===== config.mk =====
export PLATFORM = sky130hd
export DESIGN_NAME = lsu_ctrl
export DESIGN_NICKNAME = d
export VERILOG_FILES = /design/src/rtl/lsu_ctrl.sv
export SDC_FILE = /design/constraint.sdc
export NUM_CORES = 1
export LEC_CHECK = 0
export BUFFER_PORTS_ARGS = -buffer_cell sky130_fd_sc_hd__buf_2
export CAP_MARGIN = 20
export CORE_ASPECT_RATIO = 1.1
export CORE_MARGIN = 5
export CORE_UTILIZATION = 49
export DETAILED_ROUTE_END_ITERATION = 16
export PLACE_DENSITY = 0.79
export RECOVER_POWER = 100
export SYNTH_ARGS = -nofsm -noshare
export SYNTH_HDL_FRONTEND = slang
export SYNTH_SLANG_ARGS = --single-unit

===== constraint.sdc =====
create_clock -name clk -period 2.1 [get_ports clk]
set_input_delay 0.21 -clock clk [delete_from_list [all_inputs] [get_ports clk]]
set_output_delay 0.21 -clock clk [all_outputs]
set_load 0.01 [all_outputs]

===== src/rtl/lsu_ctrl.sv =====
// lsu_ctrl: single-outstanding load/store controller between an RV32I
// pipeline and a word-wide data memory.
//
// Ports
//   clk, rst_n            clock, synchronous active-low reset
//   req_valid/req_ready   request handshake (ready only in IDLE)
//   req_we, req_funct3    store flag and RV32I width/sign code
//   req_addr, req_wdata   byte address, right-aligned store data
//   dm_cs, dm_bweb        memory select and active-high byte write enables
//   dm_addr, dm_wdata     word address and lane-replicated store data
//   dm_ack, dm_rdata      memory completion and read word (same cycle)
//   resp_valid            one-cycle completion pulse
//   resp_rdata, resp_err  extended load result and error flag
//   stall                 pipeline hold request
module lsu_ctrl #(
    parameter int unsigned TIMEOUT_CYCLES = 16
) (
    input  logic        clk,
    input  logic        rst_n,
    input  logic        req_valid,
    output logic        req_ready,
    input  logic        req_we,
    input  logic [2:0]  req_funct3,
    input  logic [31:0] req_addr,
    input  logic [31:0] req_wdata,
    output logic        dm_cs,
    output logic [3:0]  dm_bweb,
    output logic [31:0] dm_addr,
    output logic [31:0] dm_wdata,
    input  logic        dm_ack,
    input  logic [31:0] dm_rdata,
    output logic        resp_valid,
    output logic [31:0] resp_rdata,
    output logic        resp_err,
    output logic        stall
);

    localparam logic [7:0] TIMEOUT_LIM = 8'(TIMEOUT_CYCLES);

    typedef enum logic [1:0] {
        S_IDLE   = 2'd0,
        S_ACCESS = 2'd1,
        S_RESP   = 2'd2
    } state_e;

    state_e      state_q, state_d;
    logic [7:0]  cnt_q, cnt_d;
    logic        we_q, we_d;
    logic [2:0]  funct3_q, funct3_d;
    logic [1:0]  off_q, off_d;
    logic        dm_cs_q, dm_cs_d;
    logic [3:0]  dm_bweb_q, dm_bweb_d;
    logic [31:0] dm_addr_q, dm_addr_d;
    logic [31:0] dm_wdata_q, dm_wdata_d;
    logic        resp_valid_q, resp_valid_d;
    logic        resp_err_q, resp_err_d;
    logic [31:0] resp_rdata_q, resp_rdata_d;

    // Request legality: alignment plus the funct3 codes each direction allows.
    // Stores have no unsigned variants, so any funct3[2]=1 store is illegal.
    logic req_legal;
    always_comb begin
        req_legal = 1'b0;
        case (req_funct3)
            3'b000, 3'b100: req_legal = 1'b1;
            3'b001, 3'b101: req_legal = ~req_addr[0];
            3'b010:         req_legal = (req_addr[1:0] == 2'b00);
            default:        req_legal = 1'b0;
        endcase
        if (req_we && req_funct3[2]) req_legal = 1'b0;
    end

    // Store lane steering: data replicated across lanes, enables pick the lane.
    logic [3:0]  st_bweb;
    logic [31:0] st_wdata;
    always_comb begin
        st_bweb  = 4'b1111;
        st_wdata = req_wdata;
        case (req_funct3[1:0])
            2'b00: begin
                st_bweb  = 4'b0001 << req_addr[1:0];
                st_wdata = {4{req_wdata[7:0]}};
            end
            2'b01: begin
                st_bweb  = req_addr[1] ? 4'b1100 : 4'b0011;
                st_wdata = {2{req_wdata[15:0]}};
            end
            default: begin
                st_bweb  = 4'b1111;
                st_wdata = req_wdata;
            end
        endcase
    end

    // Load extraction from the latched byte offset.
    logic [7:0]  ld_byte;
    logic [15:0] ld_half;
    logic [31:0] ld_data;
    always_comb begin
        ld_byte = dm_rdata[{off_q, 3'b000} +: 8];
        ld_half = off_q[1] ? dm_rdata[31:16] : dm_rdata[15:0];
        case (funct3_q)
            3'b000:  ld_data = {{24{ld_byte[7]}}, ld_byte};
            3'b100:  ld_data = {24'd0, ld_byte};
            3'b001:  ld_data = {{16{ld_half[15]}}, ld_half};
            3'b101:  ld_data = {16'd0, ld_half};
            default: ld_data = dm_rdata;
        endcase
    end

    always_comb begin
        state_d      = state_q;
        cnt_d        = cnt_q;
        we_d         = we_q;
        funct3_d     = funct3_q;
        off_d        = off_q;
        dm_cs_d      = dm_cs_q;
        dm_bweb_d    = dm_bweb_q;
        dm_addr_d    = dm_addr_q;
        dm_wdata_d   = dm_wdata_q;
        resp_valid_d = 1'b0;
        resp_err_d   = resp_err_q;
        resp_rdata_d = resp_rdata_q;

        case (state_q)
            S_IDLE: begin
                if (req_valid) begin
                    we_d     = req_we;
                    funct3_d = req_funct3;
                    off_d    = req_addr[1:0];
                    if (req_legal) begin
                        state_d    = S_ACCESS;
                        cnt_d      = 8'd1;
                        dm_cs_d    = 1'b1;
                        dm_bweb_d  = req_we ? st_bweb : 4'b0000;
                        dm_addr_d  = {req_addr[31:2], 2'b00};
                        dm_wdata_d = st_wdata;
                    end else begin
                        // Rejected without touching memory.
                        state_d      = S_RESP;
                        resp_valid_d = 1'b1;
                        resp_err_d   = 1'b1;
                        resp_rdata_d = 32'd0;
                    end
                end
            end
            S_ACCESS: begin
                // Ack is checked first so an ack on the final cycle beats the timeout.
                if (dm_ack) begin
                    state_d      = S_RESP;
                    cnt_d        = 8'd0;
                    dm_cs_d      = 1'b0;
                    dm_bweb_d    = 4'b0000;
                    resp_valid_d = 1'b1;
                    resp_err_d   = 1'b0;
                    resp_rdata_d = we_q ? 32'd0 : ld_data;
                end else if (cnt_q == TIMEOUT_LIM) begin
                    state_d      = S_RESP;
                    cnt_d        = 8'd0;
                    dm_cs_d      = 1'b0;
                    dm_bweb_d    = 4'b0000;
                    resp_valid_d = 1'b1;
                    resp_err_d   = 1'b1;
                    resp_rdata_d = 32'd0;
                end else begin
                    cnt_d = cnt_q + 8'd1;
                end
            end
            S_RESP: begin
                state_d = S_IDLE;
            end
            default: begin
                state_d   = S_IDLE;
                dm_cs_d   = 1'b0;
                dm_bweb_d = 4'b0000;
                cnt_d     = 8'd0;
            end
        endcase
    end

    always_ff @(posedge clk) begin
        if (!rst_n) begin
            state_q      <= S_IDLE;
            cnt_q        <= 8'd0;
            we_q         <= 1'b0;
            funct3_q     <= 3'd0;
            off_q        <= 2'd0;
            dm_cs_q      <= 1'b0;
            dm_bweb_q    <= 4'b0000;
            dm_addr_q    <= 32'd0;
            dm_wdata_q   <= 32'd0;
            resp_valid_q <= 1'b0;
            resp_err_q   <= 1'b0;
            resp_rdata_q <= 32'd0;
        end else begin
            state_q      <= state_d;
            cnt_q        <= cnt_d;
            we_q         <= we_d;
            funct3_q     <= funct3_d;
            off_q        <= off_d;
            dm_cs_q      <= dm_cs_d;
            dm_bweb_q    <= dm_bweb_d;
            dm_addr_q    <= dm_addr_d;
            dm_wdata_q   <= dm_wdata_d;
            resp_valid_q <= resp_valid_d;
            resp_err_q   <= resp_err_d;
            resp_rdata_q <= resp_rdata_d;
        end
    end

    assign req_ready  = (state_q == S_IDLE);
    assign stall      = (state_q == S_ACCESS) || ((state_q == S_IDLE) && req_valid);
    assign dm_cs      = dm_cs_q;
    assign dm_bweb    = dm_bweb_q;
    assign dm_addr    = dm_addr_q;
    assign dm_wdata   = dm_wdata_q;
    assign resp_valid = resp_valid_q;
    assign resp_err   = resp_err_q;
    assign resp_rdata = resp_rdata_q;

endmodule


==> flow_summary.toml <==
[pwr]
finalPower_uw = 5950
leakagePower_uw = 0.00272
power.density_nw_per_um2 = 865
vdd_drop_max_mv = 0.581

[worst_setup_path]
crit_path_cell_trace = "nor3b_1, buf_4, or2_2, clkbuf_1"
crit_family = "flip-flops"
cp.required_ns = 1.89
reg2reg_slack_ns = 0.17
reg2reg_to = "resp_rdata[30]"
crit_buf_inv = 2
worstSetupPathType = "reg -> out"
crit_fanout = 13
startpoint = "state_q[0]"
worstSetupPathDepth = 4
rr_worst_depth = 7
cp-end-kind = "output pin"
cpMaxStageDelayCell = "dfxtp_1"
critical_path.max_stage_delay_ns = 0.59
reg2reg_from = "cnt_q[0]"
worstPathArrival_ns = 1.79
critPathLaunchType = "flop"
crit_end = "stall"

[synthesis]
netlist_area_um2 = 5350
synth_area_leader_cell = "dfxtp_1"
synth-edff-count = 0
synth_top_cell_area_share_pct = 43.7
synth_top_flop_cell = "dfxtp_1"
synth_area_leaders = "dfxtp_1, nand2_1, a21oi_1, mux2i_1, a21o_1"
synth_cell_types = 61
ys_seq_area_share_pct = 43.7
synth-seq-cells = 117
ys_async_sr_fraction_pct = 0
postSynthCellCount = 603
syn_area_per_cell_um2 = 8.88
yosys_warnings = 0

[grt]
grt_max_degree = 80
track_usage_pct = 24.7
antenna_found_initial = 0
grt_overflow = 0
grt_pass1_wl_um = 25700
grt_pass1_vias = 5212

[layout]
nets = 900
diodes = 0
fill_cells = 983
synthToLayoutAreaGrowth_pct = 28.5
final_common_cell = "dfxtp_1"
fin_area_um2 = 6880
layout_common_cells = "dfxtp_1, nand2_1, clkbuf_1"
drive_above_1_share_pct = 22.8
fin_util_pct = 63.6

[clock_network]
cts.hold.buffers_added = 0
path_clk_slew_ns = 0.06
post-cts-setup-buffer-count = 0
h-tree-depth = 4
ctsRootBufferMaster = "clkbuf_16"
cts_sinks = 117
cts_tree = "yes"
insertion_delay_ns = 0.41
ctsResizeCount = 0
cts.path.max_buffers = 2
numCtsBuffers = 17

[sta]
max-slew-margin-rel_pct = 25.8
period_minus_slack_ns = 2.00
timing.fmax_mhz = 500
tightest_slew_ns = 1.11
finClkSkew_ns = 0.00653
slew_viol_final = 0
setup_tns_ns = 0
finalCritPeriodShare_pct = 95.2
hold_viol_final = 0
rsz0062_at_grt = "false"
setup_viol = 0

[route]
num_vias = 5414
dr.pass1.iters = 5
dr.first_iter.drc_count = 303
post_drt_wl_per_cell_um = 17.1
viasPerCell = 5.68
ant_nets = 0
postRouteWirelength_um = 16300
drc_errors = 0

[floorplanning]
fp.dieArea_um2 = 13100
rows = 40
dieWidth_um = 110
core_um2 = 10800
initial_utilization_pct = 49.5
ios = 209
die_h_um = 120

[hold_path]
hp-class = "in -> reg"

[run]
drv_cap = 0

[placed_design]
place_area_um2 = 6470
port_buffers = 206
hpwl_um = 11900
place.gp.congestion = 0.930

[outcome]
status = "finished clean"
## registers in the layout, indices dropped and copies added (netlist names)
signal and flops:
dm_wdata 32, resp_rdata 32, dm_addr 30, cnt_q 8, dm_bweb 4, funct3_q 3
off_q 2, state_q 2, dm_cs 1, resp_err 1, resp_valid 1, we_q 1
## area by class of cell
cell class	instances	area, um^2	share of cell area (%)
multi-input cells	423	2690	39.1
flip-flops and latches	117	2340	34.0
repair buffers	220	1040	15.2
clock buffers	18	429	6.24
well taps	147	184	2.67
clock inverters	14	136	1.98
inverters	15	56.3	0.818
## worst register-to-register path: stages (launching register included)
cell,delay (ns)
dfxtp_1,0.41
inv_1,0.07
ha_1,0.20
nor4b_4,0.14
a31o_4,0.28
a221oi_2,0.36
buf_12,0.24
a22o_1,0.18
## metrics by stage
| stage | cells | hold slack, ns | worst slack (ns) |
|---|---|---|---|
| floorplan | 604 | 0.310 | 0.364 |
| global placement | 921 | 0.439 | 0.270 |
| finish | 954 | 0.0409 | 0.101 |
| CTS | 954 | 0.0248 | 0.103 |
| global route | 954 | 0.0307 | 0.0477 |
| detailed placement | 922 | 0.442 | 0.243 |
## logic make-up after synthesis
kind of cell / Yosys count / share of synthesized area, %
buffers and inverters: 64 / 6.05
AOI/OAI and AO/OA: 206 / 27.9
adders and majority gates: 2 / 0.467
other: 1 / 0.0700
muxes: 25 / 5.66
and+or+nand+nor: 188 / 16.1
DFF: 117 / 43.7
## cell usage after synthesis (4+ instances only)
cell type,n
a221o_1,4
a21o_1,18
nand2_1,109
o211ai_1,9
buf_4,6
nand2b_1,7
a21oi_1,68
nor2_1,32
a32o_1,4
a311oi_1,8
a22o_2,13
buf_2,19
a22o_1,11
a211oi_1,11
nor2b_1,8
mux2i_1,19
dfxtp_1,117
inv_1,13
clkbuf_1,19
nor3_1,9
o22ai_1,13
a221oi_1,4
mux4_2,4
a31oi_1,4
buf_6,5
o21ai_0,13
o2bb2ai_1,7
## where the power goes
group	internal [uW]	total (uW)	switching, uW
registers	2320	2380	67.2
clock network	1730	2760	1030
logic	327	807	480
## worst min path at each step
stage | from | to | slack (ns) | depth (start not counted)
detailed placement | resp_rdata[2] | resp_rdata[2] | 0.44 | 1
CTS | req_addr[8] | dm_addr[8] | 0.02 | 3
floorplan | dm_ack | resp_err | 0.31 | 1
global route | req_addr[4] | dm_addr[4] | 0.03 | 3
finish | req_addr[8] | dm_addr[8] | 0.04 | 3
global placement | dm_addr[8] | dm_addr[8] | 0.44 | 2
## metal layers
layer | global-route usage (%) | part of all wire, % | up-vias
met1 | 28.9 | 38 | 2516
met2 | 39.8 | 48 | 286
met4 | 11.7 | 3.5 | 0
li1 | - | - | 2565
met5 | 0 | 0 | -
met3 | 8.88 | 11 | 47
(Power assumes the default switching activity.)
